--- config.mk ---
export PLATFORM = sky130hd
export DESIGN_NAME = bsg_cover_toggle_gen
export DESIGN_NICKNAME = d
export VERILOG_FILES = /design/src/rtl/bsg_cover_pkg.sv /design/src/rtl/bsg_priority_encode.sv /design/src/rtl/bsg_cover_toggle_gen.sv
export SDC_FILE = /design/constraint.sdc
export NUM_CORES = 1
export LEC_CHECK = 0
export ABC_AREA = 0
export CORE_MARGIN = 4
export CORE_UTILIZATION = 50
export CTS_CLUSTER_SIZE = 28
export DETAILED_ROUTE_END_ITERATION = 6
export MAX_ROUTING_LAYER = met4
export PLACE_DENSITY = 0.78
export SYNTH_ARGS = -nofsm -noshare
export SYNTH_HDL_FRONTEND = slang
export SYNTH_SLANG_ARGS = --single-unit
--- constraint.sdc ---
create_clock -name core_clk_i -period 2.2 [get_ports core_clk_i]
set_input_delay 0.44 -clock core_clk_i [delete_from_list [all_inputs] [get_ports core_clk_i]]
set_output_delay 0.44 -clock core_clk_i [all_outputs]
set_load 0.01 [all_outputs]
--- src/rtl/bsg_cover_pkg.sv ---
// bsg_cover_pkg: shared cover-point types, FSM states and code-width helper
package bsg_cover_pkg;
  localparam int cover_flag_w_lp = 2;
  typedef enum logic [0:0] {eArm, eRun} state_e;
  typedef struct packed {
    logic [15:0] idx;
    logic dir;
    logic hit;
  } cover_point_s;
  function automatic int cover_min_width(input int n);
    return $clog2(n) + cover_flag_w_lp;
  endfunction
endpackage

--- src/rtl/bsg_priority_encode.sv ---
// bsg_priority_encode: index of the lowest (lo_to_hi_p) or highest set bit
module bsg_priority_encode #(
  parameter int width_p = 2,
  parameter int lo_to_hi_p = 1
) (
  input  logic [width_p-1:0]         i,
  output logic [$clog2(width_p)-1:0] addr_o,
  output logic                       v_o
);
  localparam int aw = $clog2(width_p);
  always_comb begin
    addr_o = '0;
    v_o = |i;
    for (int k = 0; k < width_p; k++)
      if (i[lo_to_hi_p != 0 ? width_p-1-k : k]) addr_o = aw'(lo_to_hi_p != 0 ? width_p-1-k : k);
  end
endmodule

--- src/rtl/bsg_cover_toggle_gen.sv ---
// bsg_cover_toggle_gen: per-bit toggle detector draining cover codes one per cycle (BSG_COVER_TOGGLE_GEN_FILTER_EN: emit each pair once per reset)
module bsg_cover_toggle_gen
  import bsg_cover_pkg::*;
#(
  parameter int num_sig_p = 4,
  parameter int width_p = 8
) (
  input  logic                 core_clk_i,
  input  logic                 core_reset_n_i,
  input  logic                 en_i,
  input  logic [num_sig_p-1:0] sig_i,
  output logic                 v_o,
  output logic [width_p-1:0]   data_o,
  input  logic                 ready_i,
  output logic                 pending_o,
  output logic [31:0]          count_o
);
  localparam int nb = 2 * num_sig_p;
  localparam int aw = $clog2(nb);
  state_e state_r;
  logic [num_sig_p-1:0] prev_r;
  logic [nb-1:0] pend_r, raw, elig, set, clr;
  logic v_r, load, take, pe_v;
  logic [width_p-1:0] data_r;
  logic [31:0] count_r;
  logic [aw-1:0] addr;
  cover_point_s cp;
  for (genvar i = 0; i < num_sig_p; i++) begin : g_dir
    assign raw[2*i+1] = sig_i[i] & ~prev_r[i];
    assign raw[2*i] = ~sig_i[i] & prev_r[i];
  end
  bsg_priority_encode #(.width_p(nb), .lo_to_hi_p(1)) u_pe (
    .i(pend_r),
    .addr_o(addr),
    .v_o(pe_v)
  );
  assign load = ~v_r | ready_i;
  assign take = load & pe_v;
  assign clr = take ? nb'(1) << addr : '0;
`ifdef BSG_COVER_TOGGLE_GEN_FILTER_EN
  logic [nb-1:0] seen_r;
  assign elig = ~(seen_r | clr);
  always_ff @(posedge core_clk_i)
    if (!core_reset_n_i) seen_r <= '0;
    else seen_r <= seen_r | clr;
`else
  assign elig = '1;
`endif
  assign set = (en_i && state_r == eRun) ? raw & elig : '0;
  assign cp = '{idx: 16'(addr >> 1), dir: addr[0], hit: 1'b1};
  always_ff @(posedge core_clk_i) begin
    prev_r <= sig_i;
    if (!core_reset_n_i) begin
      state_r <= eArm;
      pend_r <= '0;
      v_r <= 1'b0;
      data_r <= '0;
      count_r <= '0;
    end else begin
      state_r <= eRun;
      pend_r <= (pend_r & ~clr) | set;
      if (load) v_r <= pe_v;
      if (take) data_r <= width_p'(cp);
      if (v_r && ready_i && !(&count_r)) count_r <= count_r + 32'd1;
    end
  end
  assign v_o = v_r;
  assign data_o = data_r;
  assign pending_o = |pend_r;
  assign count_o = count_r;
endmodule

# == Word-level counts from Yosys, hierarchy flattened ==
# Cells that the tools add are included.
# word_totals
register_bits,50
out_inout_bits,42
wordCells,47
# classes
n_addsub,1
shifts,1
muxes,11
bitwise,22
n_reduce_logical,6
# ops
operator,count
$add A32 B1 Y32 const B,1
$reduce_and A32 Y1,1
$mux W3,8
$mux W8,2
$and A1 B1 Y1,9
$not A1 Y1,9
$and A8 B8 Y8,1
$not A8 Y8,1
$or A8 B8 Y8,1
$reduce_or A8 Y1,1
$shl A1 B3 Y8 const A,1
$logic_and A1 B1 Y1,3
$logic_not A1 Y1,1
$mux W1,1
$or A1 B1 Y1,1

# == Depth between registers and ports, before layout ==
# Gate-level depths: netlist of the first run.
# depth
depth_word,13
mapped_depth,8
depth_no_buf,6

# == Hierarchy ==
# A second synthesis of the first run with hierarchy kept.
# unflattened
cells_unflattened,294
hier_area_um2,2553.7
# modules_own_cells
mod,instances,cells_each,area_per_inst_um2,seq_area_each_um2
bsg_cover_toggle_gen,1,281,2472.4,1001.0
bsg_priority_encode,1,13,81.3,0.0

# == Worst setup path before layout of the first run ==
# OpenSTA, ideal clock, no wires.
# synth_path
path_type,reg-to-reg
from,reg count_r[0] (netlist: count_o[0])
to,reg count_r[27] (netlist: count_o[27])
setup_time_ps,72
arrival_ps,1816
required_time_ps,2128
setup_slack_ps,313
path_stages_with_launch,9
synth_period_minus_slack_ps,1887
cell_sequence,dfxtp_1 ha_1 nand3_1 nor4_1 and4b_1 buf_6 buf_4 nor4_1 mux2i_1
# synth_via
elab_chain_cells,3
elab_cells_between_ends,4
# synth_rtl
item,line_no,source
start: declaration,bsg_cover_toggle_gen.sv:25,logic [31:0] count_r;
start signal: assignment,bsg_cover_toggle_gen.sv:64,if (v_r && ready_i && !(&count_r)) count_r <= count_r + 32'd1;
"parallel branches: the longest is 3 deep, another holds $add A32 B1 Y32",--,
# Parallel ways; which one is timed is not known.
# A chain may end at the register's enable or synchronous reset.

# == Worst setup path in the final report of the first run ==
# layout_path
from,reg pend_r[0]
to,out pending_o
# layout_via
elab_chain_cells,1
# layout_rtl
item,line_no,source
start: declaration,bsg_cover_toggle_gen.sv:22,"logic [nb-1:0] pend_r, raw, elig, set, clr;"
start signal: assignment,bsg_cover_toggle_gen.sv:61,pend_r <= (pend_r & ~clr) | set;
$reduce_or A8 Y1,bsg_cover_toggle_gen.sv:69,assign pending_o = |pend_r;
end: declaration,bsg_cover_toggle_gen.sv:15,"output logic pending_o,"
# Every way passes these cells.

==> impl_metrics.py, run 1 <==
metrics = {
    "yosys": {
        "synth_area_per_cell_sq_um": 8.60,
        "yosysTopAreaCell": "dfxtp_1",
        "synthCells": 286,
        "synth_common_cells": "dfxtp_1, a21oi_1, nand2_1",
        "syn_area_sq_mm": 0.00246,
        "ys_seq_area_share_pct": 40.7,
        "synth_edf_count": 0,
        "synth.most_common_cell": "dfxtp_1",
        "synth-seq-cells": 50,
        "synth_top_flop_cell": "dfxtp_1",
        "ys_warn_count": 0,
        "synth_cell_type_count": 50,
        "ys_top_cells_by_area": "dfxtp_1, a21oi_1, o21ai_0",
        "yosysTopAreaCellShare_pct": 40.7,
        "async_flop_share_pct": 0,
    },
    "layout": {
        "fill_cells": 424,
        "num_antenna_cells": 0,
        "drive_above_1_share_pct": 11.4,
        "nets": 351,
        "final_util_pct": 66.2,
        "area_growth_syn_to_layout_pct": 28.1,
    },
    "sta": {
        "setup_viol": 0,
        "hold_slack_ps": 455,
        "fmax_ghz": 0.474,
        "slew_violations": 0,
        "finClkSkew_ps": 5.35,
        "period_share_pct": 95.8,
        "setup_ws_ps": 92.0,
        "hold_viol_final": 0,
        "fin_crit_ps": 2110,
        "rsz0062_at_grt": "false",
    },
    "route": {
        "firstDrtPassIters": 4,
        "drt-total-wl_microns": 5650,
        "drtIter0Drc": 166,
        "wl_met3_microns": 255,
        "met2_wirelength_microns": 2510,
        "top_layer": "met4",
        "viasPerCell": 5.54,
        "met1_length_microns": 2780,
        "post_drt_wl_per_cell_microns": 13.8,
        "ant_nets": 0,
        "vias": 2271,
        "remaining_drc_errors": 0,
    },
    "worst_setup_path": {
        "crit_slowest_cell": "clkdlybuf4s50_1",
        "crit_fanout": 5,
        "cp_cell_sequence": "nor4_1 -> nand2_1 -> clkdlybuf4s50_1",
        "path_delay_family": "simple AND/OR/NAND/NOR gates",
        "crit_buf_inv": 1,
        "cpPeakStageDelay_ps": 500,
        "crit_arrival_ps": 1670,
        "worstPathRequired_ps": 1760,
        "cp-end-kind": "output port",
        "crit_type": "reg -> out",
        "start_kind": "flop",
    },
    "clock_network": {
        "cts_buffer_depth": 2,
        "worstSkewPairLatency_ps": 300,
        "cts-htree-levels": 2,
        "cts_tree": "yes",
        "clkTransAtPathRegs_ps": 90,
        "cts_hold_buf": 0,
        "post_cts_buffers": 0,
        "cts_root_buffer": "clkbuf_8",
        "clock-sinks": 50,
        "cts_made_buffers": 5,
    },
    "die": {
        "die_width_microns": 78.1,
        "core_area_sq_mm": 0.00475,
        "dieArea_sq_mm": 0.00610,
        "boundaryPins": 50,
        "rows": 25,
        "die_height_microns": 78.1,
        "start_util_pct": 51.7,
    },
    "global_route": {
        "track_usage_pct": 20.2,
        "grt_max_degree": 25,
        "antenna_found_initial": 0,
        "grt_pass1_wl_microns": 9880,
        "grt_overflow": 0,
        "grt_pass1_vias": 2050,
    },
    "place": {
        "place_ws_ps": -34.5,
        "dp_hpwl_microns": 4160,
        "place.gp.congestion": 0.841,
        "portBuffers": 45,
    },
    "power_and_ir_drop": {
        "irDropWorstVdd_uv": 394,
        "total_power_mw": 1.66,
        "cellPowerDensity_mw_per_mm2": 528,
        "p_leak_nw": 1.10,
    },
    "min_path": {
        "hold_path_class": "reg -> reg",
    },
    "run_status": {
        "outcome": "finished, final reports clean",
    },
    "run": {
        "cap_viol_max_count": 0,
    },
}
==> final timing paths <==
path              cells past startpoint          end        from  slack [ps]
hold / removal                        2    data_o[0]   data_o[0]         460
hold reg to reg                       2    data_o[0]   data_o[0]         460
setup / recovery                      3    pending_o   pend_r[0]          90
setup reg to reg                      5  count_o[31]  count_o[4]         160
==> power by group <==
group | leakage [nW] | switching [mW] | internal (mW)
Combinational | 0.645 | 0.0794 | 0.0741
Sequential | 0.406 | 0.0142 | 0.923
Clock | 0.0478 | 0.313 | 0.259
Total | 1.10 | 0.407 | 1.26
==> sequential cells by signal, indices dropped and copies added (netlist names) <==
signal	flops
prev_r	4
pend_r	8
v_o	1
data_o	4
state_r	1
count_o	32
==> per-layer routing <==
metal,GRT usage (%),up-vias
met3,3.10,9
met1,27.9,1033
li1,-,1167
met5,-,-
met2,30.0,62
met4,7.69,0
==> layout by cell type (no fill, tap or decap), types with 4 or more instances in the layout <==
master	count
o21ai_0	19
xor2_1	4
conb_1	4
nand3_1	11
mux2i_1	8
and2_1	4
dfxtp_1	50
nand2_1	25
nor2_1	16
nand4_1	11
or3_1	13
inv_1	8
buf_4	19
nor4_1	10
clkdlybuf4s50_1	45
nand2b_1	10
clkbuf_8	6
and4_1	4
nand3b_1	6
a21oi_1	25
==> timing repair <==
item / CTS / global route
resized for setup: 0 / 1
setup endpoints to repair: 0 / 1
hold endpoints to repair: 0 / 0
==> final cells by class <==
class	count	area, sq um	area share, %
inverters	8	30.0	0.954
repair buffers	64	593	18.8
flip-flops and latches	50	1000	31.8
multi-input cells	213	1340	42.6
clock buffers	6	82.6	2.62
well taps	67	83.8	2.66
clock inverters	2	16.3	0.516
==> worst min-delay path, stage by stage (launching register included) <==
cell and delay (ps):
dfxtp_1 320, inv_1 50, a21oi_1 50
==> through the flow <==
stage / setup TNS (ps) / cells / area (sq um)
2_1_floorplan: 0 / 289 / 2470
3_3_place_gp: 0 / 402 / 3040
3_5_place_dp: -66.0 / 402 / 3040
4_1_cts: 0 / 410 / 3140
5_1_grt: 0 / 410 / 3150
6_report: 0 / 410 / 3150
==> cells by family after synthesis <==
logic type      share of synthesized area [%]
compound gates                           15.6
mux                                      3.26
fa+ha+maj                               0.509
other cells                             0.153
simple gates                             32.3
buf+inv                                  5.39
xor+xnor                                 2.14
flops                                    40.7
(Power assumes the default switching activity.)
==> inputs of run 2 (changes only) <==
Settings changed: ABC_AREA 0 to 1, CORE_UTILIZATION 50 to 53, PLACE_DENSITY 0.78 to 0.8.
==> impl_metrics.py, run 2 <==
metrics = {
    "run_status": {
        "outcome": "finished, final reports clean",
    },
    "route": {
        "post_drt_wl_per_cell_microns": 12.7,
        "remaining_drc_errors": 0,
        "viasPerCell": 5.11,
        "drtIter0Drc": 108,
        "drt-total-wl_microns": 7080,
        "vias": 2850,
        "firstDrtPassIters": 4,
        "ant_nets": 0,
    },
    "worst_setup_path": {
        "r2r_slack_ps": 250,
        "cp_cell_sequence": "inv_1 -> nand2_1 -> nor3_1 -> nand3_1 -> clkdlybuf4s50_1",
        "cp-end-kind": "output port",
        "crit_type": "reg -> out",
        "start_kind": "flop",
        "crit_buf_inv": 2,
        "crit_arrival_ps": 1630,
        "path_delay_family": "buffers and inverters",
        "regToRegStartpoint": "count_o[0]",
        "worstRegToRegCells": 8,
        "crit_slowest_cell": "clkdlybuf4s50_1",
        "cpPeakStageDelay_ps": 510,
        "crit_fanout": 2,
        "r2r_end": "count_o[25]",
        "worstPathRequired_ps": 1760,
    },
    "die": {
        "die_height_microns": 82.8,
        "die_width_microns": 82.8,
        "dieArea_sq_mm": 0.00685,
        "start_util_pct": 56.2,
        "rows": 26,
        "core_area_sq_mm": 0.00527,
        "boundaryPins": 50,
    },
    "place": {
        "place_ws_ps": 196,
        "portBuffers": 45,
        "dp_hpwl_microns": 5390,
        "place.gp.congestion": 0.892,
        "placedCellCount": 550,
        "dpl_cell_area_sq_mm": 0.00343,
    },
    "power_and_ir_drop": {
        "cellPowerDensity_mw_per_mm2": 486,
        "pwr-share-comb_pct": 11.5,
        "p_leak_nw": 1.33,
        "switching_power_uw": 475,
        "p_int_mw": 1.24,
        "swShare_pct": 27.7,
        "clock_power_share_pct": 33.2,
        "irDropWorstVdd_uv": 320,
        "seqPwrFrac_pct": 55.3,
        "total_power_mw": 1.71,
    },
    "layout": {
        "nets": 496,
        "largest_reg_flops": 32,
        "drive_above_1_share_pct": 10.7,
        "most-common-layout-cells": "nand2_1, nor2_1, dfxtp_1, clkdlybuf4s50_1, inv_1",
        "num_antenna_cells": 0,
        "stdcell_area_sq_mm": 0.00353,
        "final_common_cell": "nand2_1",
        "area_growth_syn_to_layout_pct": 19.0,
        "final_cells": 558,
        "final_util_pct": 66.9,
    },
    "sta": {
        "tightest_slew_ps": 659,
        "slew_violations": 0,
        "finalSetupTns_ps": 0,
        "hold_slack_ps": 475,
        "fin_crit_ps": 2070,
        "period_share_pct": 93.9,
        "hold_viol_final": 0,
        "finClkSkew_ps": 8.57,
        "rsz0062_at_grt": "false",
        "slew_headroom_pct": 56.0,
        "setup_viol": 0,
        "fmax_ghz": 0.484,
        "setup_ws_ps": 135,
    },
    "min_path": {
        "whs_path_depth": 2,
        "hold-path-endpoint": "pend_r[6]",
        "hold_path_class": "reg -> reg",
        "hold_path.startpoint": "pend_r[6]",
    },
    "clock_network": {
        "cts_root_buffer": "clkbuf_8",
        "cts_tree": "yes",
        "cts-htree-levels": 2,
        "worstSkewPairLatency_ps": 310,
        "post_cts_resized": 0,
        "cts_hold_buf": 0,
        "post_cts_buffers": 0,
        "clock-sinks": 50,
        "cts_buffer_depth": 2,
        "clkTransAtPathRegs_ps": 100,
        "cts_made_buffers": 5,
    },
    "yosys": {
        "async_flop_share_pct": 0,
        "synth-seq-cells": 50,
        "ys_top_cells_by_area": "dfxtp_1, nand2_1, nor2_1",
        "synth_area_per_cell_sq_um": 6.71,
        "synth_common_cells": "nand2_1, nor2_1, dfxtp_1",
        "synthCells": 442,
        "synth_top_flop_cell": "dfxtp_1",
        "syn_area_sq_mm": 0.00296,
        "synth.most_common_cell": "nand2_1",
        "synth_edf_count": 0,
        "yosysTopAreaCellShare_pct": 33.8,
        "ys_warn_count": 0,
        "yosysTopAreaCell": "dfxtp_1",
        "synth_cell_type_count": 29,
        "ys_seq_area_share_pct": 33.8,
    },
    "run": {
        "cap_viol_max_count": 0,
    },
    "global_route": {
        "grt_pass1_vias": 2712,
        "grt_max_degree": 35,
        "grt_pass1_wl_microns": 12200,
        "antenna_found_initial": 0,
        "track_usage_pct": 23.6,
        "grt_overflow": 0,
    },
}
-- run 2: cell type report --
type | instances | area, sq um
clock buffers | 5 | 68.8
clock inverters | 3 | 25.0
fillers | 500 | 1740
inverters | 42 | 158
multi-input cells | 341 | 1720
flip-flops and latches | 50 | 1000
well taps | 70 | 87.6
repair buffers | 47 | 465
-- run 2: worst max-delay path by stage --
stage / start / endpoint / slack (ps) / depth (start not counted)
2_1_floorplan: count_o[0] / count_o[18] / 480 / 10
3_5_place_dp: ready_i / count_o[25] / 200 / 5
3_3_place_gp: ready_i / count_o[24] / 260 / 7
5_1_grt: pend_r[7] / pending_o / 50 / 5
6_report: pend_r[6] / pending_o / 130 / 5
4_1_cts: pend_r[6] / pending_o / 140 / 5
-- run 2: worst reg2reg max path, stage by stage, from the launching register on --
cell and delay [ps]:
dfxtp_1 370, ha_1 310, inv_2 110, nor2_4 60
nand2_4 100, nor2_8 70, a21oi_4 550, nand2_1 170
a21oi_2 160
-- run 2: power groups by stage --
stage	logic, mW	clock network, mW	registers (mW)
floorplan	0.129	0	0.973
global placement	0.194	0	0.967
detailed placement	0.199	0	0.967
CTS	0.200	0.578	0.947
global route	0.223	0.607	0.951
finish	0.197	0.569	0.946
-- run 2: cells by family after synthesis --
family,count (synthesis),synth area share [%]
flops,50,33.8
xor+xnor,14,4.14
compound gates,48,11.0
other cells,1,0.127
fa+ha+maj,1,0.422
buf+inv,54,8.53
simple gates,274,42.0
-- run 2: metal layers --
| layer | vias to the layer above | GRT usage, % | part of all wire, % |
|---|---|---|---|
| li1 | 1476 | - | - |
| met1 | 1306 | 28.7 | 45 |
| met2 | 59 | 41.0 | 49 |
| met3 | 9 | 2.92 | 4.3 |
| met4 | 0 | 6.54 | 1.3 |
| met5 | - | - | 0 |
